## config.mk

```make
export PLATFORM = sky130hd
export DESIGN_NAME = instr_sequencer
export DESIGN_NICKNAME = d
export VERILOG_FILES = /design/src/rtl/instr_sequencer_pkg.sv /design/src/rtl/instr_sequencer_watchdog.sv /design/src/rtl/instr_sequencer.sv
export SDC_FILE = /design/constraint.sdc
export NUM_CORES = 1
export LEC_CHECK = 0
export ABC_AREA = 1
export CELL_PAD_IN_SITES_DETAIL_PLACEMENT = 0
export CELL_PAD_IN_SITES_GLOBAL_PLACEMENT = 1
export CORE_MARGIN = 8
export CORE_UTILIZATION = 32
export DETAILED_ROUTE_END_ITERATION = 16
export PLACE_DENSITY = 0.82
export SYNTH_ARGS = -nofsm -noshare
export SYNTH_HDL_FRONTEND = slang
export SYNTH_HIERARCHICAL = 1
export SYNTH_SLANG_ARGS = --single-unit
```

## constraint.sdc

```tcl
create_clock -name clk -period 1.6 [get_ports clk]
set_input_delay 0.32 -clock clk [delete_from_list [all_inputs] [get_ports clk]]
set_output_delay 0.32 -clock clk [all_outputs]
set_load 0.02 [all_outputs]
```

## src/rtl/instr_sequencer_pkg.sv

```systemverilog
// Shared types for the instruction sequencer: instruction word layout, control-unit
// opcodes and the sequencer state encoding.
package instr_sequencer_pkg;

  localparam int INSTR_W  = 16;
  localparam int HALT_BIT = 15;
  localparam int FUNC_MSB = 14;
  localparam int FUNC_LSB = 12;
  localparam int RX_MSB   = 11;
  localparam int RX_LSB   = 8;
  localparam int RY_MSB   = 7;
  localparam int RY_LSB   = 4;
  localparam int DATA_MSB = 3;
  localparam int DATA_LSB = 0;

  localparam logic [2:0] FUNC_LOAD = 3'b000;
  localparam logic [2:0] FUNC_MOVE = 3'b001;
  localparam logic [2:0] FUNC_ADD  = 3'b010;
  localparam logic [2:0] FUNC_SUB  = 3'b011;

  typedef struct packed {
    logic       halt;
    logic [2:0] func;
    logic [3:0] rx;
    logic [3:0] ry;
    logic [3:0] data;
  } instr_t;

  typedef enum logic [2:0] {
    ST_IDLE      = 3'd0,
    ST_FETCH     = 3'd1,
    ST_WAIT_MEM  = 3'd2,
    ST_ISSUE     = 3'd3,
    ST_WAIT_DONE = 3'd4,
    ST_HALT      = 3'd5,
    ST_ERR       = 3'd6
  } state_e;

  function automatic instr_t unpack_instr(input logic [INSTR_W-1:0] word);
    instr_t r;
    r.halt = word[HALT_BIT];
    r.func = word[FUNC_MSB:FUNC_LSB];
    r.rx   = word[RX_MSB:RX_LSB];
    r.ry   = word[RY_MSB:RY_LSB];
    r.data = word[DATA_MSB:DATA_LSB];
    return r;
  endfunction

endpackage

```

## src/rtl/instr_sequencer_watchdog.sv

```systemverilog
// Down-counting watchdog for the WAIT_DONE phase: loaded on issue, counts down while
// enabled, and flags expiry on the last allowed waiting cycle.
module seq_watchdog #(
  parameter int TIMEOUT = 15
) (
  input  logic clk_i,
  input  logic rst_i,
  input  logic clear_i,
  input  logic load_i,
  input  logic en_i,
  output logic expire_o
);

  localparam int CNT_W = (TIMEOUT > 1) ? $clog2(TIMEOUT) : 1;
  localparam logic [CNT_W-1:0] LOAD_VAL = CNT_W'(TIMEOUT - 1);

  logic [CNT_W-1:0] cnt_q;
  logic             armed_q;

  // Loading TIMEOUT-1 makes the TIMEOUT-th enabled cycle the one that sees zero.
  always_ff @(posedge clk_i) begin
    if (rst_i || clear_i) begin
      cnt_q   <= '0;
      armed_q <= 1'b0;
    end else if (load_i) begin
      cnt_q   <= LOAD_VAL;
      armed_q <= 1'b1;
    end else if (en_i && armed_q && (cnt_q != '0)) begin
      cnt_q   <= cnt_q - 1'b1;
    end
  end

  assign expire_o = armed_q && en_i && (cnt_q == '0);

endmodule

```

## src/rtl/instr_sequencer.sv

```systemverilog
// Instruction issuer: fetches words from a synchronous instruction memory and hands
// each one to the control unit with w high until done, trapping on a stalled unit.
module instr_sequencer
  import instr_sequencer_pkg::*;
#(
  parameter int ADDR_W  = 4,
  parameter int TIMEOUT = 15
) (
  input  logic              clk,
  input  logic              rst,
  input  logic              start,
  output logic [ADDR_W-1:0] imem_addr,
  input  logic [15:0]       imem_rdata,
  output logic [2:0]        func,
  output logic [3:0]        rx,
  output logic [3:0]        ry,
  output logic [3:0]        data,
  output logic              w,
  input  logic              done,
  output logic              busy,
  output logic              halted,
  output logic              timeout_err,
  output logic [7:0]        instr_count
);

  // state      | meaning
  // IDLE       | out of reset, waiting for start
  // FETCH      | imem_addr holds pc, memory samples it this cycle
  // WAIT_MEM   | memory word valid, captured at the end of the cycle
  // ISSUE      | w high, fields presented, watchdog loaded
  // WAIT_DONE  | w high, waiting for done or watchdog expiry
  // HALT       | halt word or end of memory reached
  // ERR        | watchdog expired, timeout_err sticky

  localparam logic [ADDR_W-1:0] PC_LAST = {ADDR_W{1'b1}};

  state_e            state_q;
  logic [ADDR_W-1:0] pc_q;
  logic [ADDR_W-1:0] addr_q;
  logic [2:0]        func_q;
  logic [3:0]        rx_q;
  logic [3:0]        ry_q;
  logic [3:0]        data_q;
  logic              w_q;
  logic              busy_q;
  logic              halted_q;
  logic              terr_q;
  logic [7:0]        count_q;

  instr_t word;
  logic   wd_load;
  logic   wd_en;
  logic   wd_clear;
  logic   wd_expire;

  assign word     = unpack_instr(imem_rdata);
  assign wd_load  = (state_q == ST_ISSUE);
  assign wd_en    = (state_q == ST_WAIT_DONE);
  assign wd_clear = wd_en && done;

  seq_watchdog #(
    .TIMEOUT (TIMEOUT)
  ) u_watchdog (
    .clk_i    (clk),
    .rst_i    (rst),
    .clear_i  (wd_clear),
    .load_i   (wd_load),
    .en_i     (wd_en),
    .expire_o (wd_expire)
  );

  always_ff @(posedge clk) begin
    if (rst) begin
      state_q  <= ST_IDLE;
      pc_q     <= '0;
      addr_q   <= '0;
      func_q   <= '0;
      rx_q     <= '0;
      ry_q     <= '0;
      data_q   <= '0;
      w_q      <= 1'b0;
      busy_q   <= 1'b0;
      halted_q <= 1'b0;
      terr_q   <= 1'b0;
      count_q  <= '0;
    end else begin
      case (state_q)
        ST_IDLE, ST_HALT, ST_ERR: begin
          if (start) begin
            state_q  <= ST_FETCH;
            pc_q     <= '0;
            addr_q   <= '0;
            count_q  <= '0;
            terr_q   <= 1'b0;
            halted_q <= 1'b0;
            busy_q   <= 1'b1;
          end
        end
        ST_FETCH: begin
          addr_q  <= pc_q;
          state_q <= ST_WAIT_MEM;
        end
        ST_WAIT_MEM: begin
          // A halt word is never issued, so the fields keep the last issued values.
          if (word.halt) begin
            state_q  <= ST_HALT;
            halted_q <= 1'b1;
            busy_q   <= 1'b0;
          end else begin
            state_q <= ST_ISSUE;
            func_q  <= word.func;
            rx_q    <= word.rx;
            ry_q    <= word.ry;
            data_q  <= word.data;
            w_q     <= 1'b1;
          end
        end
        ST_ISSUE: begin
          state_q <= ST_WAIT_DONE;
        end
        ST_WAIT_DONE: begin
          if (done) begin
            w_q     <= 1'b0;
            count_q <= count_q + 8'd1;
            if (pc_q == PC_LAST) begin
              state_q  <= ST_HALT;
              halted_q <= 1'b1;
              busy_q   <= 1'b0;
            end else begin
              pc_q    <= pc_q + 1'b1;
              addr_q  <= pc_q + 1'b1;
              state_q <= ST_FETCH;
            end
          end else if (wd_expire) begin
            state_q <= ST_ERR;
            w_q     <= 1'b0;
            terr_q  <= 1'b1;
            busy_q  <= 1'b0;
          end
        end
        default: begin
          state_q <= ST_IDLE;
          w_q     <= 1'b0;
          busy_q  <= 1'b0;
        end
      endcase
    end
  end

  assign imem_addr   = addr_q;
  assign func        = func_q;
  assign rx          = rx_q;
  assign ry          = ry_q;
  assign data        = data_q;
  assign w           = w_q;
  assign busy        = busy_q;
  assign halted      = halted_q;
  assign timeout_err = terr_q;
  assign instr_count = count_q;

endmodule

```

# --- Word-level counts from Yosys, hierarchy flattened ---
# Index checks and enable logic that the tools add are counted.
classes:
  add_sub_neg: 3
  mux: 33
  n_reduce_logical: 25
  bitwise_logic: 3
  eq_ne: 17
ops:
  columns: ["operator", "n"]
  rows:
  - ["two-way mux 4 bit", 5]
  - ["two-way mux 8 bit", 2]
  - ["!= test 2 bit (second input constant)", 8]
  - ["one-hot mux 8 bit (2 select lines)", 1]
  - ["two-way mux 3 bit", 5]
  - ["one-hot mux 3 bit (5 select lines)", 1]
  - ["two-way mux 1 bit", 13]
  - ["one-hot mux 4 bit (3 select lines)", 1]
  - ["AND reduction 4 bit", 3]
  - ["AND reduction 5 bit", 2]
  - ["equality test 3 bit (second input constant)", 3]
  - ["adder 8 x 1 -> 8 bit (second input constant)", 1]
  - ["one-hot mux 4 bit (2 select lines)", 1]
  - ["equality test 3 x 2 -> 1 bit (second input constant)", 2]
  - ["!= test 3 bit (second input constant)", 2]
  - ["one-hot mux 1 bit (3 select lines)", 2]
  - ["AND reduction 3 bit", 2]
  - ["nonzero test 3 bit", 2]
  - ["OR reduction 5 bit", 1]
  - ["adder 4 x 1 -> 4 bit (second input constant)", 1]
  - ["equality test 4 bit (second input constant)", 1]
  - ["logical AND 1 bit", 4]
  - ["zero test 4 bit", 1]
  - ["one-hot mux 1 bit (4 select lines)", 1]
  - ["11 further kinds", 16]
word_totals:
  input_bits: 20
  word_cells: 96
  out_inout_bits: 31
  register_bits: 43

# --- Depth between registers and ports, before layout ---
depth:
  ltp_word: 6
  depth_mapped: 13
  ltp_nobuf: 12

# --- Modules after synthesis ---
# The synthesis kept the hierarchy.
by_module_without_submodules:
  columns: ["module", "instances", "seq_area_each_um2", "area_per_inst_um2", "cells_per_inst"]
  rows:
  - ["instr_sequencer", 1, 760.7, 1965.6, 285]
  - ["seq_watchdog", 1, 100.1, 280.3, 43]

# --- Least setup slack after synthesis ---
# No wires, ideal clock.
synth_timing:
  path_type: "register -> register"
  start: "reg state_q[0]"
  end: "reg busy_q, in the netlist busy"
  stages_incl_launch_ff: 14
  synth_period_minus_slack_ns: 1.630
  n_path_buf: 1
  setup_slack_ns: -0.030
  required_time_ns: 1.485
  setup_ns: 0.115
  arrival_ns: 1.515
  cell_sequence: "dfxtp_1 buf_6 nor2_4 nand2_4 inv_2 nand2_1 nor2_1 inv_1 nand4_1 nand2_1 nor2_1 nand3_1 nand2_1 nor2_1"
synth_between:
  elab_chain_cells: 5
  elab_cells_between_ends: 18
  classes_between: "eq/ne (10); mux (1); bitwise (1); reduce/logical (6)"
synth_rtl:
  columns: ["item", "line_no", "text"]
  rows:
  - ["start, declared", "instr_sequencer.sv:37", "state_e state_q;"]
  - ["start signal, assigned", "instr_sequencer.sv:74", "state_q <= ST_IDLE;"]
  - ["start signal, assigned", "instr_sequencer.sv:90", "state_q <= ST_FETCH;"]
  - ["start signal, assigned", "instr_sequencer.sv:101", "state_q <= ST_WAIT_MEM;"]
  - ["equality test 3 bit", "instr_sequencer.sv:58", "assign wd_en = (state_q == ST_WAIT_DONE);"]
  - ["via wd_en", "instr_sequencer.sv:52", "logic wd_en;"]
  - ["logical AND 1 bit (2 in a row)", "instr_sequencer_watchdog.sv:33", "assign expire_o = armed_q && en_i && (cnt_q == '0);"]
  - ["via wd_expire", "instr_sequencer.sv:54", "logic wd_expire;"]
  - ["!= test 3 bit (no source line)", null, null]
  - ["AND reduction 5 bit (no source line)", null, null]
  - ["end signal, assigned", "instr_sequencer.sv:82", "busy_q <= 1'b0;"]
  - ["end signal, assigned", "instr_sequencer.sv:96", "busy_q <= 1'b1;"]
  - ["end signal, assigned", "instr_sequencer.sv:108", "busy_q <= 1'b0;"]
  - ["end, declared", "instr_sequencer.sv:45", "logic busy_q;"]
# The timed path passes the listed nets, and every way through them passes these cells.
# A chain may end at the register's enable or synchronous reset.

# --- Worst setup path after layout ---
layout_timing:
  start: "reg state_q[1]"
  end: "reg busy_q, in the netlist busy"
# Same word-level chain as after synthesis.

==> impl_results.md <==
* Leak Pwr at 0.00175 µW
* Status: completed
* Clock Latency Late Sink at 300 ps
* Die area at between 9000 and 10000 µm²
* Synth warn at 6
* Placed wire-length estimate at 4.44 mm
* Number of global-route vias before repair at 2039
* Netlist Area Pre-Place at approximately 2200 µm²
* RSZ-0062 raised after global routing: true
* Worst Skew at 6.75 ps
* CP endpoint kind: flip-flop
* Hold-fix buffers, CTS at 0
* Share of layout cells above drive strength 1 at 17.1%
* Synth Area in XOR/XNOR at 0.780%
* Post-place setup slack at -77.4 ps
* Register area share after synthesis at a little under two fifths
* Largest net degree at the start of global routing at 26
* Main combinational cell family by area after synthesis: simple AND/OR/NAND/NOR gates
* Num CTS Buffers at 5
* Vias at between 2000 and 2500
* Via/cell ratio at 4.42
* CP cell instances: nor2_4 > nand2_4 > inv_4 > nand2_4 > nor2_4 > inv_2 > nand4_1 > nand2_1 > nor2_2 > nand3_1 > nand2_1 > nor2_1
* Data arrival time of the critical path at 1770 ps
* Layout filler cell count at 700
* Synth Register Bits at 43
* Synth top area share at 38.3%
* Worst-margin pin slew at 292 ps
* Post-synthesis simple-gate area fraction at 36.4%
* Synth async-reset ratio at 0%
* Slowest-stage cell, CP: dfxtp_4
* Area grow syn2layout at 39.5%
* Post-layout util at 46.1%
* Total of max-cap violations at 0
* Post-Syn Nets at 351
* Wire per inst at approximately 12 µm
* Startpoint types: flip-flop
* Gpl congestion at 0.851
* Main synth FF type: dfxtp_1
* Fin Hold WS at 462 ps
* Commonest cells after routing, fill and taps aside: 67 x nor2_1, 57 x nand2_1, 40 x inv_1
* Drt pass-1 iters at 4
* Min cycle time layout at approximately 1600 ps
* Post-synth EDFFs at 0
* Initial core utilization at 33.1%
* Die H at 99.8 µm
* DRC at 0
* Initial antenna violation count at 0
* PnR worst setup slack at 35.1 ps
* Top Family by Delay on Critical Path: simple AND/OR/NAND/NOR gates
* Worst path required time at roughly 1800 ps
* Clock tree buffer depth at 2
* Synth Area in Adders at around 1.7%
* Initial DRC Count at 94
* Worst setup path category: reg2reg
* Max frequency at 639 MHz
* DRT antenna net count at 0
* Core area at 6790 µm²
* Slew Viols, Final at 0
* CTS root buf: clkbuf_8
* H-tree Lvls at 2
* Peak VDD IR at between 0.7 and 0.8 mV
* Worst min path class: reg2reg
* Tot Pwr at around 4900 µW
* First-pass GRT wire length at a little under 10 mm
* Rows at 30
* Pwr per Cell Area at 1560 nW/µm²
* TNS Setup at 0 ps
* Clock-pin slew on the worst setup and hold paths at around 90 ps
* Crit Path Max Fanout at 4
* CP max stage delay at approximately 370 ps
* Port Buf Inserts at 50
* Area contributors post-synth: dfxtp_1 38%, nor2_1 12%, nand2_1 9.7%
* Die W at 99.8 µm
* CTS tree: built
* Final setup fails at 0
* IO Count at 51
* Final Cycle Share at 97.8%
* CTS sink cnt at 43
* Mux share of post-synthesis cell area at 0%
* Congestion Overflow GR at 0
* Average size of a mapped cell at 6.85 µm²
* Post-Synthesis Cells at roughly 330
* GRT Total Usage at 11.9%
* Synth Area in Compound Gates at 12.0%
* Crit path buf inv count at 2
* Post-synthesis cell type count at 31
* Largest area contributor in the netlist: dfxtp_1
* Final WL at 5.91 mm
* Endpoints failing hold at 0
* # nets final at 420
* Ant. Diodes at 0
* Commonest non-fill, non-tap cell in the layout: nor2_1
* Slew HR at between 80% and 90%
-- cell usage after synthesis (all sizes together), types with 3 or more instances --
cell	instances
nand4	4
dfxtp	43
nand3	27
nor2	72
inv	46
o21ai	28
nand2	68
ha	3
a21oi	20
buf	8
-- timing repair --
action | CTS | global route
gates resized for setup | 11 | 32
pin swaps | 1 | 5
setup buffers | 0 | 2
setup endpoints to repair | 12 | 27
-- final timing paths --
path              startpoint      to  slack, ps  cells after the start
setup / recovery  state_q[1]    busy         40                     12
hold / removal        halted  halted        460                      2
setup reg to reg  state_q[1]    busy         40                     12
hold reg to reg       halted  halted        460                      2
-- worst reg2reg max path, delay by kind of cell (launching register included) --
family        cells  cell delay, ps
simple gates     10            1000
flops             1             370
buf+inv           2             100
-- through the flow --
stage | area (µm²) | std cells
after floorplan | 2250 | 328
after global placement | 2950 | 484
after detailed placement | 2950 | 484
after CTS | 3030 | 492
after global routing | 3130 | 494
final | 3130 | 494
-- routing by layer --
layer / global-route usage, % / share of wire, % / vias up
met4: 3.84 / 0.93 / 0
met1: 15.0 / 47 / 957
met5: 0 / 0 / -
met3: 5.67 / 9.9 / 4
li1: - / - / 1165
met2: 17.4 / 42 / 57
-- sequential cells by signal, summed over array words and instances (netlist names) --
register	count
busy	1
func	3
data	4
u_watchdog/cnt_q	4
halted	1
pc_q	4
u_watchdog/armed_q	1
instr_count	8
rx	4
w	1
imem_addr	4
timeout_err	1
ry	4
state_q	3
-- cells by family (layout without fill, tap and decap cells) --
| logic type | count (synthesis) | count (layout) |
|---|---|---|
| flip-flops | 43 | 43 |
| AND/OR/NAND/NOR | 174 | 174 |
| XOR/XNOR | 2 | 2 |
| AO/OA/AOI/OAI | 50 | 50 |
| adder cells (fa/ha/maj) | 3 | 3 |
| buffers and inverters | 56 | 126 |
-- layout make-up --
| class | instances | area, µm² | area share (%) |
|---|---|---|---|
| repair buffers | 71 | 688 | 22.0 |
| clock buffers | 6 | 82.6 | 2.64 |
| clock inverters | 2 | 16.3 | 0.519 |
| flip-flops and latches | 43 | 868 | 27.7 |
| well taps | 96 | 120 | 3.83 |
| multi-input cells | 229 | 1180 | 37.6 |
| inverters | 47 | 180 | 5.75 |
-- where the power goes --
part	switching [µW]	internal [µW]	total (µW)
Clock	405	353	758
Sequential	205	1330	1540
Combinational	1590	1000	2590
Total	2200	2680	4880
No activity file was read; power rests on OpenSTA's default activity.
